==> config.mk <==
export PLATFORM = sky130hd
export DESIGN_NAME = i2s_pcm_transmitter
export DESIGN_NICKNAME = d
export VERILOG_FILES = /design/src/rtl/i2s_pcm_transmitter.sv
export SDC_FILE = /design/constraint.sdc
export NUM_CORES = 1
export LEC_CHECK = 0
export CORE_ASPECT_RATIO = 0.6
export CORE_UTILIZATION = 25
export DETAILED_ROUTE_END_ITERATION = 7
export MAX_ROUTING_LAYER = met4
export PLACE_DENSITY = 0.43
export RECOVER_POWER = 100
export REMOVE_ABC_BUFFERS = 1
export SLEW_MARGIN = 25
export SYNTH_ARGS = -nofsm -noshare
export SYNTH_HDL_FRONTEND = slang
export SYNTH_SLANG_ARGS = --single-unit
==> constraint.sdc <==
create_clock -name clk -period 2 [get_ports clk]
set_input_delay 0.6 -clock clk [delete_from_list [all_inputs] [get_ports clk]]
set_output_delay 0.6 -clock clk [all_outputs]
set_load 0.02 [all_outputs]
==> src/rtl/i2s_pcm_transmitter.sv <==
// I2S bus-master transmitter: serialises left/right PCM pairs onto sck/ws/sd with the one-bit I2S delay.
// Define I2S_TX_HOLD_LAST_EN to repeat the previous pair on underrun instead of sending zeros.
module i2s_pcm_transmitter #(
  parameter int NUMBER_OF_BITS = 8,
  parameter int CLK_DIV        = 4
) (
  input  logic                      clk,
  input  logic                      rst_n,
  input  logic [NUMBER_OF_BITS-1:0] sample_left,
  input  logic [NUMBER_OF_BITS-1:0] sample_right,
  input  logic                      sample_valid,
  output logic                      sample_ready,
  output logic                      sck,
  output logic                      ws,
  output logic                      sd,
  output logic                      underrun,
  output logic [7:0]                underrun_count
);

  localparam int N  = NUMBER_OF_BITS;
  localparam int DW = (CLK_DIV > 1) ? $clog2(CLK_DIV) : 1;
  localparam int KW = (N > 1) ? $clog2(2 * N) : 1;
  localparam logic [DW-1:0] DIV_LAST = DW'(CLK_DIV - 1);
  localparam logic [KW-1:0] K_LAST   = KW'(2 * N - 1);
  localparam logic [KW-1:0] K_RIGHT  = KW'(N);

  typedef enum logic {IDLE, RUN} state_t;

  state_t          state;
  logic            alive;      // low during reset and for the first edge after it
  logic            full;
  logic [N-1:0]    hold_l;
  logic [N-1:0]    hold_r;
  logic [2*N-1:0]  shift;
  logic            last_bit;
  logic [DW-1:0]   div_cnt;
  logic [KW-1:0]   k;
`ifdef I2S_TX_HOLD_LAST_EN
  logic [2*N-1:0]  last_pair;
`endif

  logic          accept;
  logic          half_done;
  logic          boundary;
  logic [KW-1:0] k_next;

  assign sample_ready = alive & ~full;
  assign accept       = sample_valid & sample_ready;
  assign half_done    = (state == RUN) && (div_cnt == DIV_LAST);
  assign k_next       = k + 1'b1;
  // A frame starts either on leaving IDLE with a pair held, or when sck falls at the end of k = 2N-1.
  assign boundary     = ((state == IDLE) && full) || (half_done && sck && (k == K_LAST));

  always_ff @(posedge clk) begin
    if (!rst_n) begin
      // NOTE: the holding register is reset along with the control state so a pair held at reset can never be transmitted.
      state          <= IDLE;
      alive          <= 1'b0;
      full           <= 1'b0;
      hold_l         <= '0;
      hold_r         <= '0;
      shift          <= '0;
      last_bit       <= 1'b0;
      div_cnt        <= '0;
      k              <= '0;
      sck            <= 1'b0;
      ws             <= 1'b0;
      sd             <= 1'b0;
      underrun       <= 1'b0;
      underrun_count <= '0;
`ifdef I2S_TX_HOLD_LAST_EN
      last_pair      <= '0;
`endif
    end else begin
      alive    <= 1'b1;
      underrun <= 1'b0;

      if (accept) begin
        hold_l <= sample_left;
        hold_r <= sample_right;
        full   <= 1'b1;
      end

      if (boundary) begin
        state   <= RUN;
        div_cnt <= '0;
        k       <= '0;
        sck     <= 1'b0;
        ws      <= 1'b0;
        sd      <= last_bit;
        if (full) begin
          shift    <= {hold_l, hold_r};
          last_bit <= hold_r[0];
          full     <= 1'b0;
`ifdef I2S_TX_HOLD_LAST_EN
          last_pair <= {hold_l, hold_r};
`endif
        end else begin
          underrun <= 1'b1;
          if (underrun_count != 8'hFF) underrun_count <= underrun_count + 8'd1;
`ifdef I2S_TX_HOLD_LAST_EN
          shift    <= last_pair;
          last_bit <= last_pair[0];
`else
          shift    <= '0;
          last_bit <= 1'b0;
`endif
        end
      end else if (state == RUN) begin
        if (half_done) begin
          div_cnt <= '0;
          sck     <= ~sck;
          // Data and word select move only on the falling sck edge.
          if (sck) begin
            k     <= k_next;
            ws    <= (k_next >= K_RIGHT);
            sd    <= shift[2*N-1];
            shift <= shift << 1;
          end
        end else begin
          div_cnt <= div_cnt + 1'b1;
        end
      end
    end
  end

endmodule
==> run summary <==
Post-synth EDFFs: 0
Synthesized cell area: 2200 sq um
Pre-CTS setup slack: 269 ps
RD Place Congestion: 0.720
Final Net Count: 318
FF/Latch Area: 1060 sq um
Post-DP Area: 2700 sq um
Post-Syn Instances: 261
Num CTS Buffers: 5
DRT antenna net count: 0
Highest cell delay on the worst timing path: 640 ps
Post-synthesis sequential area ratio: 48.1%
Critical register-to-register path startpoint: full
Via/cell ratio: 4.62
First-pass GRT wire length: 9.24 mm
Clock latency on the worst-skew pair: 290 ps
Yosys cell types: 38
Drt initial violations: 145
Post-layout min period: 1940 ps
Worst Hold End: hold_l[2]
Fin. max-slew vios: 0
Total GRT Usage: 14.0%
Most frequent cell after synthesis: nand2_1
Cell taking the most area after synthesis: dfxtp_1
Die Wd: 123 um
Via count: 1,883
Static Leak: 0.978 nW
HP Start: hold_l[2]
Multi-input gate area: 1040 sq um
Slew @ Worst Pin: 527 ps
Synth Flop Type: dfxtp_1
Post-DP HPWL: 3.64 mm
Die area: 9210 sq um
Class of the most critical setup path: flip-flop to output pin
Clock Skew: 3.78 ps
Ports: 32
RSZ-0062 raised after global routing: no
Initial antenna violation count: 0
# hold bufs at CTS: 0
Clk slew on worst S/H paths: 70 ps
Critical path's top delay family: buffers and inverters
Mean Syn Cell Area: 8.45 sq um
CP endpoint kind: output pin
Post-route setup TNS: 0 ps
Hold Vio Cnt, Final: 0
Crit-path slowest cell: clkdlybuf4s50_1
Reg2reg path depth: 5
Syn-to-layout area delta: 27.0%
Period utilization: 97.2%
Die Ht: 74.7 um
HP Class: flip-flop to flip-flop
Antenna cells: 0
Max Cap Viol: 0
Peak Freq: 514 MHz
Clock tree from TritonCTS: yes
Layout cell share with drive strength beyond 1: 7.09%
Pwr per Cell Area: 792 nW/um^2
Pwr Total: 0.00222 W
Relative slew slack: 64.9%
RR Endpoint: underrun_count[6]
Clock Sinks: 53
Remaining DRCs: 0
Num rows: 26
Port buffer count: 31
Setup bufs post-CTS: 0
Initial Util: 25.9%
Fin util: 32.9%
Routed len/inst: 13.4 um
R2r setup slk: 210 ps
CTS max path bufs: 2
CP required: 1400 ps
Commonest cells in the netlist: 55 x nand2_1, 53 x dfxtp_1, 29 x a21oi_1, 21 x nor2_1, 15 x nand3_1
Synth top area share: 48.1%
Worst hold stages: 2
Buf/Inv on CP: 1
CTS root buffer: clkbuf_16
Share of flip-flops with an asynchronous set or reset: 0%
Final instance area: 2800 sq um
Final WL: 5.45 mm
H-tree depth: 2
Startpoint Class: flip-flop
Yosys warning count: 0
Final setup margin: 55.3 ps
Number of global-route vias before repair: 1,759
Core box area: 8520 sq um
Drt pass-1 iters: 4
Peak VDD IR: 0.346 mV
Final Setup Violations: 0
Fillers: 932
Status: completed
CP cell instances: clkdlybuf4s50_1
Yosys reg bits: 53
Arr. time, crit path: 1340 ps
Top cells by area, synth: dfxtp_1 48%, nand2_1 9.4%, a21oi_1 6.6%, a311oi_1 3.6%, nor2_1 3.6%
Largest fanout on the critical path: 5
Grt ovf: 0
Largest net degree at the start of global routing: 43
==> worst max path at each step <==
stage	cells past startpoint	slack, ps	endpoint	startpoint
2_1_floorplan	4	160	full	full
3_3_place_gp	5	290	underrun_count[6]	k[0]
3_5_place_dp	4	270	shift[6]	rst_n
4_1_cts	1	30	sck	sck
5_1_grt	1	2	sck	sck
6_report	1	60	sck	sck
==> state kept, by name (all words and copies together), names as in the netlist <==
register and count:
hold_l 8, alive 1, shift 16, k 3, sck 1, underrun_count 8
full 1, div_cnt 2, last_bit 1, sd 1, state 1, hold_r 8
ws 1, underrun 1
==> cell families (layout without fill, tap and decap cells) <==
group / Yosys count / count (layout) / synth area share, %
and+or+nand+nor: 115 / 115 / 23.8
adders and majority gates: 3 / 3 / 1.70
xor gates and xnor gates: 6 / 6 / 2.38
muxes: 3 / 3 / 1.36
DFF: 53 / 53 / 48.1
buffers and inverters: 19 / 54 / 4.09
AOI/OAI and AO/OA: 62 / 62 / 18.6
==> final cells by class <==
cell class / count / area share [%]
clock buffer: 7 / 5.09
tap: 112 / 5.00
multi-input combinational: 189 / 37.2
timing repair buffer: 44 / 14.4
inverter: 3 / 0.402
sequential: 53 / 37.9
==> report_power, final <==
group	total, W	internal (W)	switching (W)
logic	0.000225	0.0000962	0.000129
clock network	0.000863	0.000492	0.000371
registers	0.00113	0.00110	0.0000279
==> stage by stage <==
stage	instances	hold slack (ps)
6_report	408	455
4_1_cts	408	456
3_5_place_dp	401	447
2_1_floorplan	245	432
3_3_place_gp	401	446
5_1_grt	408	484
==> layout by cell type, fill, tap and decap left out, drive strengths merged, types with 2 or more instances in the layout <==
cell type | synthesis | final
and3 | 4 | 4
nor2 | 23 | 23
buf | 9 | 10
inv | 2 | 2
mux2i | 3 | 3
a31oi | 2 | 2
dfxtp | 53 | 53
nor2b | 2 | 2
nand2 | 55 | 55
ha | 3 | 3
dlygate4sd3 | 0 | 4
a311oi | 9 | 9
a32oi | 4 | 4
nand4 | 3 | 3
o21ai | 8 | 8
clkdlybuf4s50 | 0 | 25
nand3 | 15 | 15
a22oi | 5 | 5
a21oi | 29 | 29
nand2b | 5 | 5
or3 | 4 | 4
clkbuf | 7 | 11
xor2 | 5 | 5
==> what timing repair did <==
action | in CTS | in global routing
pin swaps | 0 | 0
endpoints found under the setup margin | 1 | 1
resized for setup | 1 | 1
==> layer usage <==
layer  global-route usage [%]  wire length [um]  vias to the layer above
li1                         -                 -                      984
met1                     21.1              3030                      846
met2                     16.8              1970                       45
met3                     3.79               368                        8
met4                     5.22                78                        0
met5                        -                 0                        -
Note: power is estimated with default switching activity, not from simulation.
